**config.mk**
```make
export PLATFORM = sky130hd
export DESIGN_NAME = muldiv_sequencer
export DESIGN_NICKNAME = d
export VERILOG_FILES = /design/src/rtl/muldiv_sequencer_pkg.sv /design/src/rtl/muldiv_sequencer_step_counter.sv /design/src/rtl/muldiv_sequencer.sv
export SDC_FILE = /design/constraint.sdc
export NUM_CORES = 1
export LEC_CHECK = 0
export CORE_MARGIN = 2
export CORE_UTILIZATION = 34
export DETAILED_ROUTE_END_ITERATION = 16
export GPL_ROUTABILITY_DRIVEN = 0
export PLACE_DENSITY = 0.92
export SLEW_MARGIN = 20
export SYNTH_ARGS = -nofsm -noshare
export SYNTH_HDL_FRONTEND = slang
export SYNTH_HIERARCHICAL = 1
export SYNTH_SLANG_ARGS = --single-unit
```
**constraint.sdc**
```tcl
create_clock -name clk -period 6.2 [get_ports clk]
set_input_delay 1.24 -clock clk [delete_from_list [all_inputs] [get_ports clk]]
set_output_delay 1.24 -clock clk [all_outputs]
set_load 0.02 [all_outputs]
```
**src/rtl/muldiv_sequencer_pkg.sv**
```systemverilog
// Shared types and constants for the RV32M multiply/divide sequencer.
// States, result-mux codes and operand constants live here so the top and counter agree.
package muldiv_sequencer_pkg;

  localparam int XLEN      = 32;
  localparam int DIV_STEPS = 32;
  localparam int CNT_W     = 5;

  localparam logic [XLEN-1:0] INT_MIN = 32'h8000_0000;

  typedef enum logic [1:0] {
    ST_IDLE     = 2'b00,
    ST_MUL_WAIT = 2'b01,
    ST_DIV_RUN  = 2'b10,
    ST_DIV_DONE = 2'b11
  } md_state_e;

  // EX result mux select codes
  typedef enum logic [2:0] {
    RES_ALU   = 3'b000,
    RES_QUOT  = 3'b001,
    RES_REM   = 3'b010,
    RES_DATA1 = 3'b011,
    RES_ONES  = 3'b100,
    RES_ZERO  = 3'b101
  } ressel_e;

endpackage

```
**src/rtl/muldiv_sequencer_step_counter.sv**
```systemverilog
// Iteration counter for the divider: synchronous clear has priority over enable,
// and tc flags the last iteration so the sequencer can leave DIV_RUN.
module md_step_counter
  import muldiv_sequencer_pkg::*;
#(
  parameter int WIDTH = CNT_W,
  parameter int LAST  = DIV_STEPS - 1
) (
  input  logic             clk,
  input  logic             rst_n,
  input  logic             clear,
  input  logic             enable,
  output logic [WIDTH-1:0] count,
  output logic             tc
);

  always_ff @(posedge clk or negedge rst_n) begin
    if (!rst_n) begin
      count <= '0;
    end else if (clear) begin
      count <= '0;
    end else if (enable) begin
      count <= count + WIDTH'(1);
    end
  end

  assign tc = (count == WIDTH'(LAST));

endmodule

```
**src/rtl/muldiv_sequencer.sv**
```systemverilog
// Control sequencer for the M-extension datapath in EX: drives the pipelined multiplier
// and iterative divider, resolves divide special cases in one cycle, and merges stalls.
module muldiv_sequencer
  import muldiv_sequencer_pkg::*;
(
  input  logic            clk,
  input  logic            rst_n,
  input  logic            ex_valid,
  input  logic            ex_ismd,
  input  logic [2:0]      ex_funct3,
  input  logic [XLEN-1:0] data1,
  input  logic [XLEN-1:0] data2,
  input  logic            flush,
  input  logic            haz_stall,
  output logic            mul_en,
  output logic            div_load,
  output logic            div_step,
  output logic            div_signed,
  output logic [CNT_W-1:0] div_count,
  output logic [2:0]      ressel,
  output logic            stall_out,
  output logic            bubble_out,
  output logic            md_busy
);

  md_state_e state_q, state_d;
  ressel_e   ressel_c;
  logic [1:0] op_q;
  logic start, is_div, div_by_zero, overflow, md_stall;
  logic cnt_clear, cnt_en, cnt_tc;

  // rst_n gates start so every control stays low while reset is held
  assign start       = rst_n & ex_valid & ex_ismd & ~flush & (state_q == ST_IDLE);
  assign is_div      = ex_funct3[2];
  assign div_by_zero = (data2 == '0);
  assign overflow    = ~ex_funct3[0] & (data1 == INT_MIN) & (data2 == '1);

  always_ff @(posedge clk or negedge rst_n) begin
    if (!rst_n) begin
      state_q <= ST_IDLE;
      op_q    <= '0;
    end else begin
      state_q <= state_d;
      if (div_load) begin
        op_q <= ex_funct3[1:0];
      end
    end
  end

  always_comb begin
    state_d    = state_q;
    mul_en     = 1'b0;
    div_load   = 1'b0;
    div_step   = 1'b0;
    div_signed = 1'b0;
    ressel_c   = RES_ALU;
    md_stall   = 1'b0;
    bubble_out = 1'b0;
    cnt_clear  = 1'b0;
    cnt_en     = 1'b0;

    if (flush) begin
      state_d   = ST_IDLE;
      cnt_clear = 1'b1;
    end else begin
      unique case (state_q)
        ST_IDLE: begin
          cnt_clear = 1'b1;
          if (start) begin
            if (!is_div) begin
              mul_en     = 1'b1;
              md_stall   = 1'b1;
              bubble_out = 1'b1;
              state_d    = ST_MUL_WAIT;
            end else if (div_by_zero) begin
              ressel_c = ex_funct3[1] ? RES_DATA1 : RES_ONES;
            end else if (overflow) begin
              ressel_c = ex_funct3[1] ? RES_ZERO : RES_DATA1;
            end else begin
              div_load   = 1'b1;
              div_signed = ~ex_funct3[0];
              md_stall   = 1'b1;
              bubble_out = 1'b1;
              state_d    = ST_DIV_RUN;
            end
          end
        end
        ST_MUL_WAIT: begin
          state_d = ST_IDLE;
        end
        ST_DIV_RUN: begin
          div_step   = 1'b1;
          div_signed = ~op_q[0];
          md_stall   = 1'b1;
          bubble_out = 1'b1;
          cnt_en     = 1'b1;
          if (cnt_tc) begin
            state_d = ST_DIV_DONE;
          end
        end
        ST_DIV_DONE: begin
          div_signed = ~op_q[0];
          ressel_c   = op_q[1] ? RES_REM : RES_QUOT;
          state_d    = ST_IDLE;
        end
        default: begin
          state_d = ST_IDLE;
        end
      endcase
    end
  end

  md_step_counter #(
    .WIDTH(CNT_W),
    .LAST (DIV_STEPS - 1)
  ) u_step_counter (
    .clk   (clk),
    .rst_n (rst_n),
    .clear (cnt_clear),
    .enable(cnt_en),
    .count (div_count),
    .tc    (cnt_tc)
  );

  assign ressel    = ressel_c;
  assign stall_out = haz_stall | md_stall;
  assign md_busy   = (state_q != ST_IDLE);

endmodule

```
==> results.py <==
metrics = {
    "timing": {
        "timing.hold.ws_ps": 526,
        "slew_headroom_pct": 39.2,
        "post-route-min-period_ps": 4990,
        "worst_slew_pin_slew_ps": 911,
        "setup_slack_ps": 1210,
        "rsz0062_at_grt": "false",
        "fmax_mhz": 201,
        "post-route-period-util_pct": 80.4,
        "hold_violations": 0,
        "setup_violations": 0,
        "maxSlewViolCount": 0,
        "tns_ps": 0,
        "finalClockSkew_ps": 10.8,
    },
    "critical_path": {
        "arrival_ps": 3750,
        "slowest_delay_ps": 620,
        "cp_num_buf_inv": 2,
        "r2r_setup_slack_ps": 3980,
        "cp_common_cell": "clkdlybuf4s50_1",
        "crit_start": "data2[3]",
        "crit_path_end_kind": "output port",
        "path_class": "in -> out",
        "critical_path_required_ps": 4960,
        "r2r_cells": 5,
        "crit_end": "ressel[0]",
        "r2r_start": "state_q[0]",
        "cp.depth": 7,
        "cp-start-kind": "input port",
        "worst_path_max_delay_cell": "clkdlybuf4s50_1",
        "crit_chain": "clkdlybuf4s50_1 -> nand4_1 -> or4_1 -> or3_4 -> nor2_1 -> a21o_1 -> clkdlybuf4s50_1",
        "reg2reg_to": "u_step_counter/count[3]",
        "crit_family": "simple AND/OR/NAND/NOR gates",
        "critPathMaxFanout": 4,
    },
    "floorplanning": {
        "top_level_ports": 88,
        "core_um2": 2780,
        "die_area_um2": 3380,
        "initial_utilization_pct": 35.8,
        "row_count": 19,
        "die_w_um": 58.1,
        "die_h_um": 58.1,
    },
    "placement": {
        "postPlaceCellArea_um2": 1890,
        "place.port_buffers": 87,
        "post-place-ws_ps": 1210,
        "post-place-cells": 236,
        "dp_hpwl_um": 3500,
    },
    "detailed_routing": {
        "dr.first_iter.drc_count": 46,
        "wl_per_cell_um": 16.7,
        "first_pass_iters": 4,
        "drt.antenna.violating_nets": 0,
        "via_per_inst": 5.65,
        "dr_total_vias": 1355,
        "route.detailed.drc": 0,
        "routed_wl_um": 4010,
    },
    "finish": {
        "fin_util_pct": 69.1,
        "seq_area_um2": 225,
        "design_area_um2": 1920,
        "areaGrowthSynthToFinish_pct": 92.8,
        "multi_input_area_um2": 741,
        "nNetsFinal": 289,
        "diodes": 0,
        "layout-drive-gt1-share_pct": 6.22,
        "fin_cells": 240,
        "fillers": 220,
    },
    "logic_synthesis": {
        "synth_area_leaders": "dfrtp_1 23%, ha_1 7.5%, nor4_1 7.5%",
        "synth_top_cell_area_share_pct": 22.6,
        "syn-num-nets": 198,
        "synth_edf_count": 0,
        "yosysWarnings": 6,
        "ys_seq_elements": 9,
        "synth_ff_type": "dfrtp_1",
        "synth_top_cell_by_area": "dfrtp_1",
        "synthArstFlopShare_pct": 100,
        "ys_types": 41,
        "seq_area_frac_synth_pct": 22.6,
        "synth.avg_cell_area_um2": 8.37,
        "synth_area_um2": 996,
        "netlist_instances": 119,
    },
    "clocking": {
        "ctsHoldBuffers": 0,
        "cts_tree": "yes",
        "cts-root-buf": "clkbuf_4",
        "post-cts-setup-buffer-count": 0,
        "clkSinkCount": 9,
        "clock_latency_ps": 270,
        "clock_path_buffers": 2,
        "cts.repair.resized": 0,
        "cts_htree_levels": 1,
        "cts_made_buffers": 3,
        "clk_pin_slew_ps": 70,
    },
    "grt": {
        "grt_pass1_vias": 1495,
        "grt_pass1_wl_um": 6440,
        "grt_max_degree": 13,
        "grt.total_usage_pct": 24.4,
        "gr-total-overflow": 0,
        "antenna_found_initial": 0,
    },
    "power": {
        "peakVddDrop_mv": 0.163,
        "cellPowerDensity_nw_per_um2": 100,
        "total_power_mw": 0.193,
        "p_leak_nw": 0.738,
    },
    "hold_path": {
        "min-delay-path-class": "reg -> reg",
    },
    "run_status": {
        "run_status": "completed",
    },
    "run": {
        "maxCapViolCount": 0,
    },
}
## how the worst min path moves through the flow
stage | startpoint | end | slack [ps] | depth (start not counted)
floorplan | op_q[0] | op_q[0] | 480 | 1
finish | op_q[0] | op_q[0] | 530 | 1
detailed placement | op_q[0] | op_q[0] | 500 | 1
global placement | op_q[0] | op_q[0] | 500 | 1
CTS | op_q[0] | op_q[0] | 520 | 1
global route | op_q[0] | op_q[0] | 550 | 1
## kinds of logic after synthesis
| group | Yosys count | synth area share (%) |
|---|---|---|
| XOR/XNOR | 1 | 0.880 |
| AO/OA/AOI/OAI | 21 | 16.0 |
| AND/OR/NAND/NOR | 70 | 42.5 |
| multiplexers | 6 | 7.54 |
| buffers and inverters | 6 | 3.02 |
| adder cells (fa/ha/maj) | 6 | 7.54 |
| flip-flops | 9 | 22.6 |
## per-layer routing
metal / vias up / share of wire (%) / global-route usage, %
met5: - / 0 / 0
met4: 0 / 2.0 / 7.64
met3: 10 / 6.3 / 6.70
met2: 55 / 53 / 45.5
met1: 633 / 39 / 26.6
li1: 657 / - / -
## final cells by class
type / count / share of cell area (%)
timing repair buffer: 87 / 45.3
multi-input combinational: 104 / 38.6
sequential: 9 / 11.7
tap: 31 / 2.02
clock buffer: 4 / 1.37
inverter: 5 / 0.977
## cell usage after synthesis (3+ instances only)
cell and number:
nand2_1 6, mux2i_1 3, nor2_1 14, nand4_1 10, mux2_4 3, nor4_1 12, o21ai_0 3, nand3_1 3
dfrtp_1 9, or2_2 3, nor3_1 5, a21oi_1 3, nor4b_1 3, inv_1 5, ha_1 6
## worst register-to-register path, delay by kind of cell, from the launching register on
kind / cells / cell delay [ps]
and+or+nand+nor: 2 / 920
DFF: 1 / 440
adders and majority gates: 1 / 280
buffers and inverters: 1 / 130
muxes: 1 / 330
## where the power goes
group	leakage [nW]	internal (mW)	switching, mW
logic	0.601	0.0545	0.0261
clock network	0.0150	0.0248	0.0221
registers	0.122	0.0624	0.00284
total	0.738	0.142	0.0510
## state kept, by name, summed over array words and instances (netlist names)
name / flops
u_step_counter/count: 5
op_q: 2
state_q: 2
## placed cells by master, fill, tap and decap left out, types with 2 or more instances in the layout
| cell type | instances |
|---|---|
| a21oi_1 | 3 |
| and4b_1 | 2 |
| clkbuf_4 | 3 |
| clkdlybuf4s50_1 | 87 |
| dfrtp_1 | 9 |
| ha_1 | 6 |
| inv_1 | 5 |
| mux2_4 | 3 |
| mux2i_1 | 3 |
| nand2_1 | 6 |
| nand3_1 | 3 |
| nand3b_1 | 2 |
| nand4_1 | 10 |
| nand4b_1 | 2 |
| nor2_1 | 14 |
| nor2b_1 | 2 |
| nor3_1 | 5 |
| nor4_1 | 12 |
| nor4b_1 | 3 |
| o21ai_0 | 3 |
| o2bb2ai_1 | 2 |
| or2_2 | 3 |
(Power assumes the default switching activity.)
==> RTL change: new RTL, same settings <==
Register the output `div_count`, cleared by the reset; this adds one clock of latency there. The other outputs are not delayed to match.
--- a/src/rtl/muldiv_sequencer.sv
+++ b/src/rtl/muldiv_sequencer.sv
@@ -22,6 +22,8 @@
   output logic            bubble_out,
   output logic            md_busy
 );
+
+  logic [CNT_W-1:0] div_count_d;
 
   md_state_e state_q, state_d;
   ressel_e   ressel_c;
@@ -118,7 +120,7 @@
     .rst_n (rst_n),
     .clear (cnt_clear),
     .enable(cnt_en),
-    .count (div_count),
+    .count (div_count_d),
     .tc    (cnt_tc)
   );
 
@@ -126,5 +128,13 @@
   assign stall_out = haz_stall | md_stall;
   assign md_busy   = (state_q != ST_IDLE);
 
+  always_ff @(posedge clk or negedge rst_n) begin
+    if (!rst_n) begin
+      div_count <= '0;
+    end else begin
+      div_count <= div_count_d;
+    end
+  end
+
 endmodule
 
Check against the original RTL: not equivalent (Yosys sat finds a counterexample within 4 cycles, from zero or initial values and one cycle with rst_n low).
==> RTL change against the unedited design <==
Synthesized area is 13% higher. Sequential cell count is 5 higher. Cell area is 8.7% higher. Worst setup slack worse by 0.13 ns. Worst hold slack worse by 0.11 ns. Sequential share of layout area is 5.1 points higher. Wire length is 4.2% lower. Power is 26% higher. Critical path type unchanged. Largest cell class unchanged. Highest routed layer unchanged.
==> RTL change: results (changes against the unedited design) <==
- Yosys top cell area share: 31.3% (+8.6 points)
- Pleak: 0.000825 uW (+12%)
- Worst hold path class: flip-flop to flip-flop
- Hold WS: 0.417 ns (-0.108 ns)
- YS warnings: 6 (unchanged)
- Clock skew: 0.000384 ns (-0.0104 ns)
- FILL cells: 257 (+17%)
- First-pass GRT wire length: 6130 um (-4.8%)
- Post-DP HPWL: 3340 um (-4.5%)
- Post-Syn Instances: 124 (+4.2%)
- Worst-path clk slew: 0.08 ns
- Status: completed
- Largest net degree at the start of global routing: 11 (-2)
- Layout Nets: 296 (+2.4%)
- Total track usage: 21.7% (-2.7 points)
- H-tree levels: 1 (unchanged)
- Number of distinct library cells after synthesis: 41 (unchanged)
- Data arrival time of the worst path: 3.88 ns (+0.13 ns)
- Seq/Total Area, Yosys: 31.3% (+8.6 points)
- Top post-synthesis cells by count: 14 x dfrtp_1, 14 x nor2_1, 12 x nor4_1
- Peak supply drop: 0.0969 mV (-41%)
- Share of cells above drive strength 1: 7.41% (+1.2 points)
- Initial DRC count: 50 (+8.7%)
- Synth area leaders: dfrtp_1 31%, ha_1 6.7%, nor4_1 6.7%
- Syn_nets: 203 (+2.5%)
- Average wire per standard cell: 14.8 um (-12%)
- PostCTS Resize Cnt: 0 (unchanged)
- Worst Tran Pin Value: 0.435 ns (-0.476 ns)
- Asr flop ratio synth: 100% (unchanged)
- Root buffer selected by CTS: clkbuf_4
- Initial antenna violation count: 0 (unchanged)
- Max stage delay cell, worst path: clkdlybuf4s50_1
- Largest registers: div_count (5), u_step_counter/count (5)
- Port bufs: 87 (unchanged)
- Int Power: 186 uW (+31%)
- Vias per cell: 5.20 (-7.8%)
- Vias: 1,353 (-0.15%)
- Placed insts: 256 (+8.5%)
-- RTL change: worst max-delay path, delay by kind of cell --
family,cells,cell delay (ns)
buffers and inverters,2,1.13
AO/OA/AOI/OAI,1,0.16
AND/OR/NAND/NOR,4,1.33
-- RTL change: final cells by class --
| class | instances | share of cell area (%) |
|---|---|---|
| clock buffers | 4 | 1.74 |
| flip-flops and latches | 14 | 16.8 |
| inverters | 5 | 0.899 |
| multi-input cells | 104 | 35.5 |
| repair buffers | 89 | 42.4 |
| well taps | 44 | 2.64 |
-- RTL change: final timing paths --
kind	startpoint	end	slack, ns	cells past startpoint
max in group asynchronous	rst_n	state_q[1]$_DFFE_PN0P_	4.56	2
min reg2reg	u_step_counter/count[4]$_DFFE_PN0P_	div_count[4]$_DFF_PN0_	0.42	0
max reg2reg	state_q[0]$_DFFE_PN0P_	u_step_counter/count[3]$_DFFE_PN0P_	4.31	6
min	u_step_counter/count[4]$_DFFE_PN0P_	div_count[4]$_DFF_PN0_	0.42	0
min in group asynchronous	rst_n	u_step_counter/count[3]$_DFFE_PN0P_	1.21	1
max	data2[1]	ressel[0]	1.08	7
-- RTL change: power groups by stage --
stage	sequential [uW]	clock, uW	combinational, uW
after global routing	98.2	70.8	86.7
after floorplan	98.7	0	21.0
final	97.6	64.9	80.8
after CTS	97.5	66.9	80.6
after detailed placement	99.3	0	80.4
after global placement	99.3	0	78.8
-- RTL change: kinds of logic after synthesis --
logic type	share of synthesized area (%)
compound gates	14.2
xor+xnor	0.781
fa+ha+maj	6.70
buf+inv	2.68
flops	31.3
mux	6.70
simple gates	37.7
-- RTL change: per-stage QoR --
step	power, uW	area [um2]	setup WS (ns)
after floorplan	120	1120	2.17
after global placement	178	2050	1.19
after detailed placement	180	2050	1.10
after CTS	245	2090	1.09
after global routing	256	2090	0.984
final	243	2090	1.08
-- RTL change: per-layer routing --
metal / global-route usage, % / wire length (um)
met3: 3.99 / 198
met2: 35.3 / 1870
met5: 0 / 0
met1: 29.1 / 1680
met4: 7.90 / 91
